**src/rtl/rv_pkg.sv**
```systemverilog
// Shared RV32I decode constants and the ALU operation encoding used by the
// issue stage and the downstream rv_alu.
package rv_pkg;

  localparam int unsigned XLEN_DEF = 32;

  localparam logic [6:0] OPC_OP    = 7'b0110011;
  localparam logic [6:0] OPC_OPIMM = 7'b0010011;
  localparam logic [6:0] OPC_LUI   = 7'b0110111;
  localparam logic [6:0] OPC_AUIPC = 7'b0010111;

  typedef enum logic [3:0] {
    ALU_ADD  = 4'd0,
    ALU_SUB  = 4'd1,
    ALU_SLL  = 4'd2,
    ALU_SLT  = 4'd3,
    ALU_SLTU = 4'd4,
    ALU_XOR  = 4'd5,
    ALU_SRL  = 4'd6,
    ALU_SRA  = 4'd7,
    ALU_OR   = 4'd8,
    ALU_AND  = 4'd9
  } alu_op_t;

  typedef enum logic [1:0] {
    ASEL_RS1,
    ASEL_ZERO,
    ASEL_PC
  } asel_t;

  typedef enum logic [1:0] {
    BSEL_RS2,
    BSEL_IMMI,
    BSEL_SHAMT,
    BSEL_IMMU
  } bsel_t;

  typedef struct packed {
    logic    legal;
    alu_op_t op;
    logic    use_rs1;
    logic    use_rs2;
    asel_t   a_sel;
    bsel_t   b_sel;
  } dec_t;

  // alt selects SUB over ADD and SRA over SRL (instr bit 30).
  function automatic alu_op_t alu_op_from_f3(input logic [2:0] f3, input logic alt);
    alu_op_t op;
    case (f3)
      3'b000:  op = alt ? ALU_SUB : ALU_ADD;
      3'b001:  op = ALU_SLL;
      3'b010:  op = ALU_SLT;
      3'b011:  op = ALU_SLTU;
      3'b100:  op = ALU_XOR;
      3'b101:  op = alt ? ALU_SRA : ALU_SRL;
      3'b110:  op = ALU_OR;
      default: op = ALU_AND;
    endcase
    return op;
  endfunction

endpackage

```
**src/rtl/rv_regfile.sv**
```systemverilog
// 2-read/1-write architectural register file; x0 reads zero, writes bypass
// to the read ports in the same cycle.
module rv_regfile
  import rv_pkg::*;
#(
  parameter int unsigned XLEN = XLEN_DEF,
  parameter int unsigned NREG = 32
) (
  input  logic            clk_i,
  input  logic            rst_ni,
  input  logic [4:0]      ra1_i,
  output logic [XLEN-1:0] rd1_o,
  input  logic [4:0]      ra2_i,
  output logic [XLEN-1:0] rd2_o,
  input  logic            we_i,
  input  logic [4:0]      wa_i,
  input  logic [XLEN-1:0] wd_i
);

  logic [XLEN-1:0] mem_q [NREG];

  always_ff @(posedge clk_i or negedge rst_ni) begin
    if (!rst_ni) begin
      for (int unsigned i = 0; i < NREG; i++) begin
        mem_q[i] <= '0;
      end
    end else if (we_i && (wa_i != 5'd0)) begin
      mem_q[wa_i] <= wd_i;
    end
  end

  always_comb begin
    rd1_o = '0;
    if (ra1_i != 5'd0) begin
      rd1_o = (we_i && (wa_i == ra1_i)) ? wd_i : mem_q[ra1_i];
    end
  end

  always_comb begin
    rd2_o = '0;
    if (ra2_i != 5'd0) begin
      rd2_o = (we_i && (wa_i == ra2_i)) ? wd_i : mem_q[ra2_i];
    end
  end

endmodule

```
**src/rtl/rv_alu_issue.sv**
```systemverilog
// RV32I ALU-class decode/issue stage: scoreboarded operand read and a single
// registered slot presenting op/operands to rv_alu.
module rv_alu_issue
  import rv_pkg::*;
#(
  parameter int unsigned XLEN = XLEN_DEF,
  parameter int unsigned NREG = 32
) (
  input  logic            clkin,
  input  logic            rst_n,
  input  logic            if_valid,
  output logic            if_ready,
  input  logic [31:0]     if_instr,
  input  logic [XLEN-1:0] if_pc,
  input  logic            wb_we,
  input  logic [4:0]      wb_rd,
  input  logic [XLEN-1:0] wb_data,
  output logic            ex_valid,
  input  logic            ex_ready,
  output logic [3:0]      ex_op,
  output logic [XLEN-1:0] ex_a,
  output logic [XLEN-1:0] ex_b,
  output logic [4:0]      ex_rd,
  output logic            ex_we,
  output logic [XLEN-1:0] ex_pc,
  output logic            illegal
);

  logic [6:0] opc;
  logic [2:0] f3;
  logic [6:0] f7;
  logic [4:0] rd, rs1, rs2;
  logic [XLEN-1:0] imm_i, imm_u, shamt;
  logic [XLEN-1:0] rs1_data, rs2_data;
  dec_t dec;

  assign opc   = if_instr[6:0];
  assign rd    = if_instr[11:7];
  assign f3    = if_instr[14:12];
  assign rs1   = if_instr[19:15];
  assign rs2   = if_instr[24:20];
  assign f7    = if_instr[31:25];
  assign imm_i = XLEN'($signed(if_instr[31:20]));
  assign imm_u = XLEN'($signed({if_instr[31:12], 12'b0}));
  assign shamt = XLEN'(if_instr[24:20]);

  rv_regfile #(
    .XLEN(XLEN),
    .NREG(NREG)
  ) u_regfile (
    .clk_i  (clkin),
    .rst_ni (rst_n),
    .ra1_i  (rs1),
    .rd1_o  (rs1_data),
    .ra2_i  (rs2),
    .rd2_o  (rs2_data),
    .we_i   (wb_we),
    .wa_i   (wb_rd),
    .wd_i   (wb_data)
  );

  always_comb begin
    dec = '{legal: 1'b0, op: ALU_ADD, use_rs1: 1'b0, use_rs2: 1'b0,
            a_sel: ASEL_ZERO, b_sel: BSEL_IMMU};
    case (opc)
      OPC_OP: begin
        dec.use_rs1 = 1'b1;
        dec.use_rs2 = 1'b1;
        dec.a_sel   = ASEL_RS1;
        dec.b_sel   = BSEL_RS2;
        if (f7 == 7'h00) begin
          dec.legal = 1'b1;
          dec.op    = alu_op_from_f3(f3, 1'b0);
        end else if (f7 == 7'h20 && (f3 == 3'b000 || f3 == 3'b101)) begin
          dec.legal = 1'b1;
          dec.op    = alu_op_from_f3(f3, 1'b1);
        end
      end
      OPC_OPIMM: begin
        dec.use_rs1 = 1'b1;
        dec.a_sel   = ASEL_RS1;
        dec.b_sel   = BSEL_IMMI;
        dec.op      = alu_op_from_f3(f3, 1'b0);
        dec.legal   = 1'b1;
        if (f3 == 3'b001) begin
          dec.b_sel = BSEL_SHAMT;
          dec.legal = (f7 == 7'h00);
        end else if (f3 == 3'b101) begin
          dec.b_sel = BSEL_SHAMT;
          dec.op    = alu_op_from_f3(f3, f7[5]);
          dec.legal = (f7 == 7'h00) || (f7 == 7'h20);
        end
      end
      OPC_LUI: begin
        dec.legal = 1'b1;
      end
      OPC_AUIPC: begin
        dec.legal = 1'b1;
        dec.a_sel = ASEL_PC;
      end
      default: ;
    endcase
  end

  logic [NREG-1:0] sb_q, sb_d;
  logic            busy1, busy2, hazard, free;
  logic            accept, acc_legal, acc_illegal;

  logic            ex_valid_q, ex_valid_d;
  alu_op_t         ex_op_q, ex_op_d;
  logic [XLEN-1:0] ex_a_q, ex_a_d, ex_b_q, ex_b_d, ex_pc_q, ex_pc_d;
  logic [4:0]      ex_rd_q, ex_rd_d;
  logic            ex_we_q, ex_we_d;
  logic            illegal_q, illegal_d;

  // Illegal encodings are dropped, so their source fields never stall.
  assign busy1       = sb_q[rs1] && !(wb_we && (wb_rd == rs1));
  assign busy2       = sb_q[rs2] && !(wb_we && (wb_rd == rs2));
  assign hazard      = dec.legal && ((busy1 && dec.use_rs1) || (busy2 && dec.use_rs2));
  assign free        = !ex_valid_q || ex_ready;
  assign if_ready    = free && !hazard;
  assign accept      = if_valid && if_ready;
  assign acc_legal   = accept && dec.legal;
  assign acc_illegal = accept && !dec.legal;

  always_comb begin
    sb_d = sb_q;
    if (wb_we) begin
      sb_d[wb_rd] = 1'b0;
    end
    if (acc_legal && (rd != 5'd0)) begin
      sb_d[rd] = 1'b1;
    end
  end

  always_comb begin
    ex_valid_d = ex_valid_q && !ex_ready;
    ex_op_d    = ex_op_q;
    ex_a_d     = ex_a_q;
    ex_b_d     = ex_b_q;
    ex_pc_d    = ex_pc_q;
    ex_rd_d    = ex_rd_q;
    ex_we_d    = ex_we_q;
    illegal_d  = acc_illegal;
    if (acc_legal) begin
      ex_valid_d = 1'b1;
      ex_op_d    = dec.op;
      ex_pc_d    = if_pc;
      ex_rd_d    = rd;
      ex_we_d    = (rd != 5'd0);
      case (dec.a_sel)
        ASEL_RS1: ex_a_d = rs1_data;
        ASEL_PC:  ex_a_d = if_pc;
        default:  ex_a_d = '0;
      endcase
      case (dec.b_sel)
        BSEL_RS2:   ex_b_d = rs2_data;
        BSEL_IMMI:  ex_b_d = imm_i;
        BSEL_SHAMT: ex_b_d = shamt;
        default:    ex_b_d = imm_u;
      endcase
    end
  end

  always_ff @(posedge clkin or negedge rst_n) begin
    if (!rst_n) begin
      sb_q       <= '0;
      ex_valid_q <= 1'b0;
      ex_op_q    <= ALU_ADD;
      ex_a_q     <= '0;
      ex_b_q     <= '0;
      ex_pc_q    <= '0;
      ex_rd_q    <= '0;
      ex_we_q    <= 1'b0;
      illegal_q  <= 1'b0;
    end else begin
      sb_q       <= sb_d;
      ex_valid_q <= ex_valid_d;
      ex_op_q    <= ex_op_d;
      ex_a_q     <= ex_a_d;
      ex_b_q     <= ex_b_d;
      ex_pc_q    <= ex_pc_d;
      ex_rd_q    <= ex_rd_d;
      ex_we_q    <= ex_we_d;
      illegal_q  <= illegal_d;
    end
  end

  assign ex_valid = ex_valid_q;
  assign ex_op    = ex_op_q;
  assign ex_a     = ex_a_q;
  assign ex_b     = ex_b_q;
  assign ex_pc    = ex_pc_q;
  assign ex_rd    = ex_rd_q;
  assign ex_we    = ex_we_q;
  assign illegal  = illegal_q;

endmodule

```
**config.mk**
```make
export PLATFORM = sky130hd
export DESIGN_NAME = rv_alu_issue
export DESIGN_NICKNAME = d
export VERILOG_FILES = /design/src/rtl/rv_pkg.sv /design/src/rtl/rv_regfile.sv /design/src/rtl/rv_alu_issue.sv
export SDC_FILE = /design/constraint.sdc
export NUM_CORES = 2
export LEC_CHECK = 0
export CAP_MARGIN = 20
export CORE_ASPECT_RATIO = 0.5
export CORE_UTILIZATION = 25
export DETAILED_ROUTE_END_ITERATION = 12
export PLACE_DENSITY = 0.47
export SYNTH_ARGS = -nofsm -noshare
export SYNTH_HDL_FRONTEND = slang
export SYNTH_SLANG_ARGS = --single-unit
```
**constraint.sdc**
```tcl
create_clock -name clkin -period 2.6 [get_ports clkin]
set_clock_uncertainty 0.2 [all_clocks]
set_input_delay 0.26 -clock clkin [delete_from_list [all_inputs] [get_ports clkin]]
set_output_delay 0.26 -clock clkin [all_outputs]
set_load 0.02 [all_outputs]
```
* After elaboration in Yosys (flattened, before gate mapping)
Cells that the tools add are included.
W data, S select, Z words.
** Operators by class
- $add $sub $neg :: 0
- Multipliers :: 0
- Divide/modulo/power cells :: 0
- $lt $le $gt $ge :: 10
- Eq/ne operators :: 16
- Shift operators :: 0
- Multiplexer cells :: 42
- Bitwise operators :: 6
- Reduce and logical (&&, ||, !) cells :: 38
** Operator list (number)
- $bwmux W1024 :: 1
- $mux W32 :: 11
- $bmux W32 S5 :: 2
- $demux W32 S5 :: 1
- $pmux W32 S3 :: 1
- $pmux W32 S2 :: 1
- $pmux W4 S7 :: 2
- $and A32 B32 Y32 :: 1
- $not A32 Y32 :: 1
- $or A32 B32 Y32 :: 1
- $lt A5 B6 Y1 const B :: 4
- $pmux W4 S6 :: 1
- $eq A7 B6 Y1 const B :: 3
- $reduce_bool A5 Y1 :: 4
- $ge A6 B6 Y1 const B :: 3
- $logic_and A1 B1 Y1 :: 18
- $not A5 Y6 :: 3
- $mux W5 :: 3
- $eq A7 B5 Y1 const B :: 2
- $bmux W1 S5 :: 2
- $demux W1 S5 :: 2
- $eq A5 B5 Y1 :: 2
- $ge A5 B1 Y1 const B :: 2
- $pmux W5 S2 :: 1
- other kinds (17) :: 40
** Storage, ports and cells
- Bits in registers :: 1164
- Bits in latches :: 0
- RAM bits :: 0
- Bits in read-only memories :: 0
- Input port bits :: 106
- Memories :: 0

* Longest topological paths before layout
- Word-level depth :: 15
- Depth in mapped cells :: 13
- Gate-level depth less buffers :: 6

* By module
A second synthesis with hierarchy kept.
** Second synthesis, totals
- Cell total of the unflattened synthesis :: 4389
- Area total of the unflattened synthesis :: 62117.1 µm²
** By module, submodules not included
- rv_regfile :: instances 1, cells an instance 3747, area each 54917.7 µm², sequential area each 25624.6 µm²
- rv_alu_issue :: instances 1, cells an instance 642, area each 7199.4 µm², sequential area each 3503.4 µm²

* Least setup slack after synthesis
No wires, ideal clock.
- Path type :: input to register
- From :: input if_instr[15]
- To :: register ex_a_q[20], in the netlist ex_a[20]
- Library setup time :: 0.125 ns
- Arrival :: 2.662 ns
- Data required time :: 2.275 ns
- Setup slack :: -0.386 ns
- Stages on the path :: 8
- Path buffers :: 3
- Cell sequence :: buf_2 buf_2 buf_1 mux4_2 mux4_2 nand2b_1 nand3_1 mux2_2
** On the way
- Longest elaborated chain between the ends :: 11
** RTL lines
- from (decl) :: RTL line rv_alu_issue.sv:13 : input logic [31:0] if_instr,
- branches (longest 11 deep; another with $bmux W32 S5)
- to (signal assigned) :: RTL line rv_alu_issue.sv:170 : ex_a_q <= '0;
- to (signal assigned) :: RTL line rv_alu_issue.sv:180 : ex_a_q <= ex_a_d;
- to (decl) :: RTL line rv_alu_issue.sv:111 : logic [XLEN-1:0] ex_a_q, ex_a_d, ex_b_q, ex_b_d, ex_pc_q, ex_pc_d;
Several ways; the timed one is not identified. The select of a mux whose other input is x is not followed.
A chain may end at the register's enable or synchronous reset.

* Final worst setup path
- From :: register sb_q[11]
- To :: output if_ready
** On the way
- Longest elaborated chain between the ends :: 8
** RTL lines
- from (decl) :: RTL line rv_alu_issue.sv:105 : logic [NREG-1:0] sb_q, sb_d;
- from (signal assigned) :: RTL line rv_alu_issue.sv:167 : sb_q <= '0;
- from (signal assigned) :: RTL line rv_alu_issue.sv:177 : sb_q <= sb_d;
- $bmux W1 S5, on equally long branches :: RTL line rv_alu_issue.sv:117, rv_alu_issue.sv:118
- $mux W1, on equally long branches :: RTL line rv_alu_issue.sv:117, rv_alu_issue.sv:118
- $logic_and A1 B1 Y1, on equally long branches :: RTL line rv_alu_issue.sv:117, rv_alu_issue.sv:118
- $logic_and A1 B1 Y1 :: RTL line rv_alu_issue.sv:119 : assign hazard = dec.legal && ((busy1 && dec.use_rs1) || (busy2 && dec.use_rs2));
- $logic_or A1 B1 Y1 * :: RTL line rv_alu_issue.sv:119
- $logic_and A1 B1 Y1 * :: RTL line rv_alu_issue.sv:119
- $logic_not A1 Y1 * :: RTL line rv_alu_issue.sv:121 : assign if_ready = free && !hazard;
- $logic_and A1 B1 Y1 * :: RTL line rv_alu_issue.sv:121
- to (decl) :: RTL line rv_alu_issue.sv:12 : output logic if_ready,
Every way passes the cells marked *; elsewhere a longest branch is shown, timed or not. The select of a mux whose other input is x is not followed.

==> out/metrics.cfg <==
[detailed_routing]
vias_per_cell = 5.304
antenna_left = 0
routedWlPerCell_um = 30.86
vias = 42900
first_iter_violations = 3477
drc = 0
drtPass1Iterations = 8
routed_wl_mm = 249.7

[power]
p_comb_share_pct = 20.9
vdd_ir_drop_max_mv = 0.7927
swShare_pct = 27.79
pwr-share-clk_pct = 35.5
pwr-share-seq_pct = 43.6
intPower_w = 0.03934
p_per_area_nw_per_um2 = 691.4
netSwitchingPower_w = 0.01514
p_leak_nw = 33.37

[setup_path]
crit-reg2reg-capture = ex_b[17]$_DFFE_PN0P_
cp.required_ns = 2.14
crit_fanout = 2
critical_path.startpoint = sb_q[11]$_DFF_PN0_
slowest_stage = mux4_2
critPathMaxStageDelay_ns = 0.49
cp_top_family = multiplexers
regToRegSetupSlack_ns = -0.71
startpoint_type = register
end_kind = output pin
endpoint = if_ready
critPathKind = register to output pin
arrival_ns = 2.89
ff2ff_path_depth = 12
cp_cell_sequence = mux4_2 > mux2_4 > a221oi_2 > a311o_2 > nand2_1 > a21boi_2 > buf_6
cp.depth = 7
crit_buf_inv = 1
r2r_start = sb_q[11]$_DFF_PN0_

[sta]
worstMarginPinSlew_ns = 1.158
finalSetupViolCount = 139
max_slew_margin_pct = 22.08
drv_slew = 0
finalCritPeriodShare_pct = 128.8
fin_ws_ns = -0.7480
finalCriticalPeriod_ns = 3.348
fmax_ghz = 0.2987
hold_violations = 0
rsz0062_at_grt = true

[yosys]
synth_seq_cells = 1164
netlist_instances = 4213
syn_avg_cell_area_um2 = 14.68
yosysWarnings = 0
yosysSeqAreaShare_pct = 47.08
netlist-cell-type-count = 70
synth_enable_flop_cells = 0
syn_area_um2 = 61860
synthArstFlopShare_pct = 100.0
syn-num-nets = 4319
synth-main-ff-cell = dfrtp_1

[layout]
finalNetCount = 4844
final_area_um2 = 78790
multi_input_area_um2 = 31660
seq_area_um2 = 29130
drive_gt1_share_pct = 52.87
fin_cells = 8089
fillers = 23910
synthToLayoutAreaGrowth_pct = 27.35
layout_commonest_cell = dfrtp_1
layout_common_cells = dfrtp_1 (1161), mux2_2 (1022), mux4_2 (533)

[clock_network]
worstSkewPairLatency_ns = 0.79
cts.sinks = 1164
ctsHtreeMaxLevel = 4
root_buffer = clkbuf_16
cts_buffer_depth = 3
clk_pin_slew_ns = 0.06
cts_buffers = 133
cts_tree = done

[floorplan]
rows = 128
io_pins = 215
die-area_um2 = 249600
core_um2 = 244700
die_y_um = 353.7
start_util_pct = 25.28
dieWidth_um = 705.5

[global_route]
grt_overflow = 0
grt_pass1_wl_mm = 353.1
grt_use_total_pct = 19.60
antenna_found_initial = 5
first_global_vias = 45220
grt_max_degree = 121

[run_status]
outcome = complete, but fails checks
violations = setup timing

[placed_design]
placedCellCount = 7780
port-buffer-count = 214
dpl_cell_area_um2 = 72550
routabilityCongestion = 0.8601
dp_slack_ns = -1.362
dp_hpwl_mm = 167.1

[worst_hold_path]
min-delay-path-class = input pin to asynchronous set/reset pin

[flow_run]
drv_cap = 0

[worst reg2reg max path, stage by stage (launching register included)]
cell	delay, ns
dfrtp_1	0.39
mux4_2	0.49
mux2_4	0.30
a221oi_2	0.25
a311o_2	0.21
buf_6	0.11
buf_6	0.08
buf_6	0.09
and4_4	0.28
buf_12	0.16
buf_12	0.14
buf_12	0.16
mux2_4	0.33
[synth_stat cells, types with 7 or more instances]
master	n	share of area (%)
a2111oi_0	15	0.21
a211oi_1	18	0.22
a21oi_1	22	0.18
a221o_1	14	0.23
a221oi_1	19	0.27
a22oi_1	23	0.28
a31oi_1	8	0.081
a32o_1	7	0.11
a32oi_1	36	0.51
a41oi_1	11	0.16
and3_1	10	0.10
buf_1	38	0.23
buf_2	52	0.42
buf_4	18	0.22
buf_6	18	0.33
clkbuf_1	335	2.0
dfrtp_1	1164	47
inv_1	10	0.061
mux2_2	1081	20
mux2i_1	152	2.5
mux4_2	533	19
nand2_1	167	1.0
nand2b_1	65	0.66
nand3_1	49	0.40
nand3b_1	11	0.13
nand4_1	7	0.071
nor2_1	53	0.32
nor2b_1	23	0.23
nor3b_1	7	0.085
nor4_1	10	0.10
o2111ai_1	16	0.23
o211ai_1	8	0.097
o21ai_0	92	0.74
o31ai_1	31	0.38
or2_2	7	0.071
xnor2_1	10	0.14
[layout make-up]
type	instances	area share [%]
Inverter	13	0.06511
Multi-Input combinational cell	2570	40.19
Timing Repair Buffer	856	12.01
Clock buffer	193	5.004
Antenna cell	3	0.009529
Sequential cell	1164	36.98
Tap cell	3250	5.161
Clock inverter	40	0.5844
[flip-flops by register name (all words and copies together) (netlist names)]
signal	flops
u_regfile.mem_q	1024
ex_a	32
ex_b	32
ex_pc	32
sb_q	32
ex_rd	5
ex_op	4
ex_valid	1
ex_we	1
illegal	1
[per-layer routing]
layer / vias to the layer above / global-route usage [%] / part of all wire (%)
met1: 23640 / 26.07 / 43
li1: 17340 / - / -
met2: 1465 / 31.26 / 46
met5: - / 0 / 0
met3: 453 / 3.896 / 5.8
met4: 0 / 8.213 / 4.5
[metrics by stage]
stage	util, %	setup TNS (ns)	hold WS, ns	power (W)
after floorplan	-	-1.511	-0.2356	0.03072
after global placement	29.65	-229.17	0.03188	0.03471
after detailed placement	29.65	-228.89	0.03830	0.03525
after CTS	31.83	-53.02	0.01736	0.05482
after global routing	32.19	-83.99	0.06585	0.05672
final	32.19	-78.64	0.07855	0.05447
[kinds of logic (layout without fill, tap and decap cells)]
family                 count (synthesis)  count (layout)  share of synthesized area (%)
AND/OR/NAND/NOR                      431             431                          3.440
AO/OA/AOI/OAI                        360             360                          4.304
buffers and inverters                479            1102                          3.438
multiplexers                        1768            1768                          41.58
XOR/XNOR                              11              11                         0.1557
other                                  0               3                              0
flip-flops                          1164            1164                          47.08
[timing repair]
action,CTS,global route
gates cloned,9,8
gates resized for setup,37,129
hold buffers,32,0
endpoints found under the hold margin,1170,0
setup endpoints to repair,141,140
pin swaps,5,28
setup buffers,14,14
[worst min path at each step]
stage,from,end,cells past startpoint
2_1_floorplan,rst_n,ex_a[0]$_DFFE_PN0P_,0
3_3_place_gp,rst_n,u_regfile.mem_q[840]$_DFFE_PN0P_,1
3_5_place_dp,rst_n,u_regfile.mem_q[840]$_DFFE_PN0P_,1
4_1_cts,if_instr[11],ex_rd[4]$_DFFE_PN0P_,3
5_1_grt,if_instr[11],ex_rd[4]$_DFFE_PN0P_,3
6_report,rst_n,u_regfile.mem_q[390]$_DFFE_PN0P_,3
[power groups by stage]
stage | combinational (W) | clock (W) | sequential, W
detailed placement | 0.0113 | 0 | 0.0240
global route | 0.0121 | 0.0205 | 0.0241
floorplan | 0.00744 | 0 | 0.0233
finish | 0.0114 | 0.0193 | 0.0238
global placement | 0.0110 | 0 | 0.0237
CTS | 0.0114 | 0.0198 | 0.0237
Note: power is estimated with default switching activity, not from simulation.
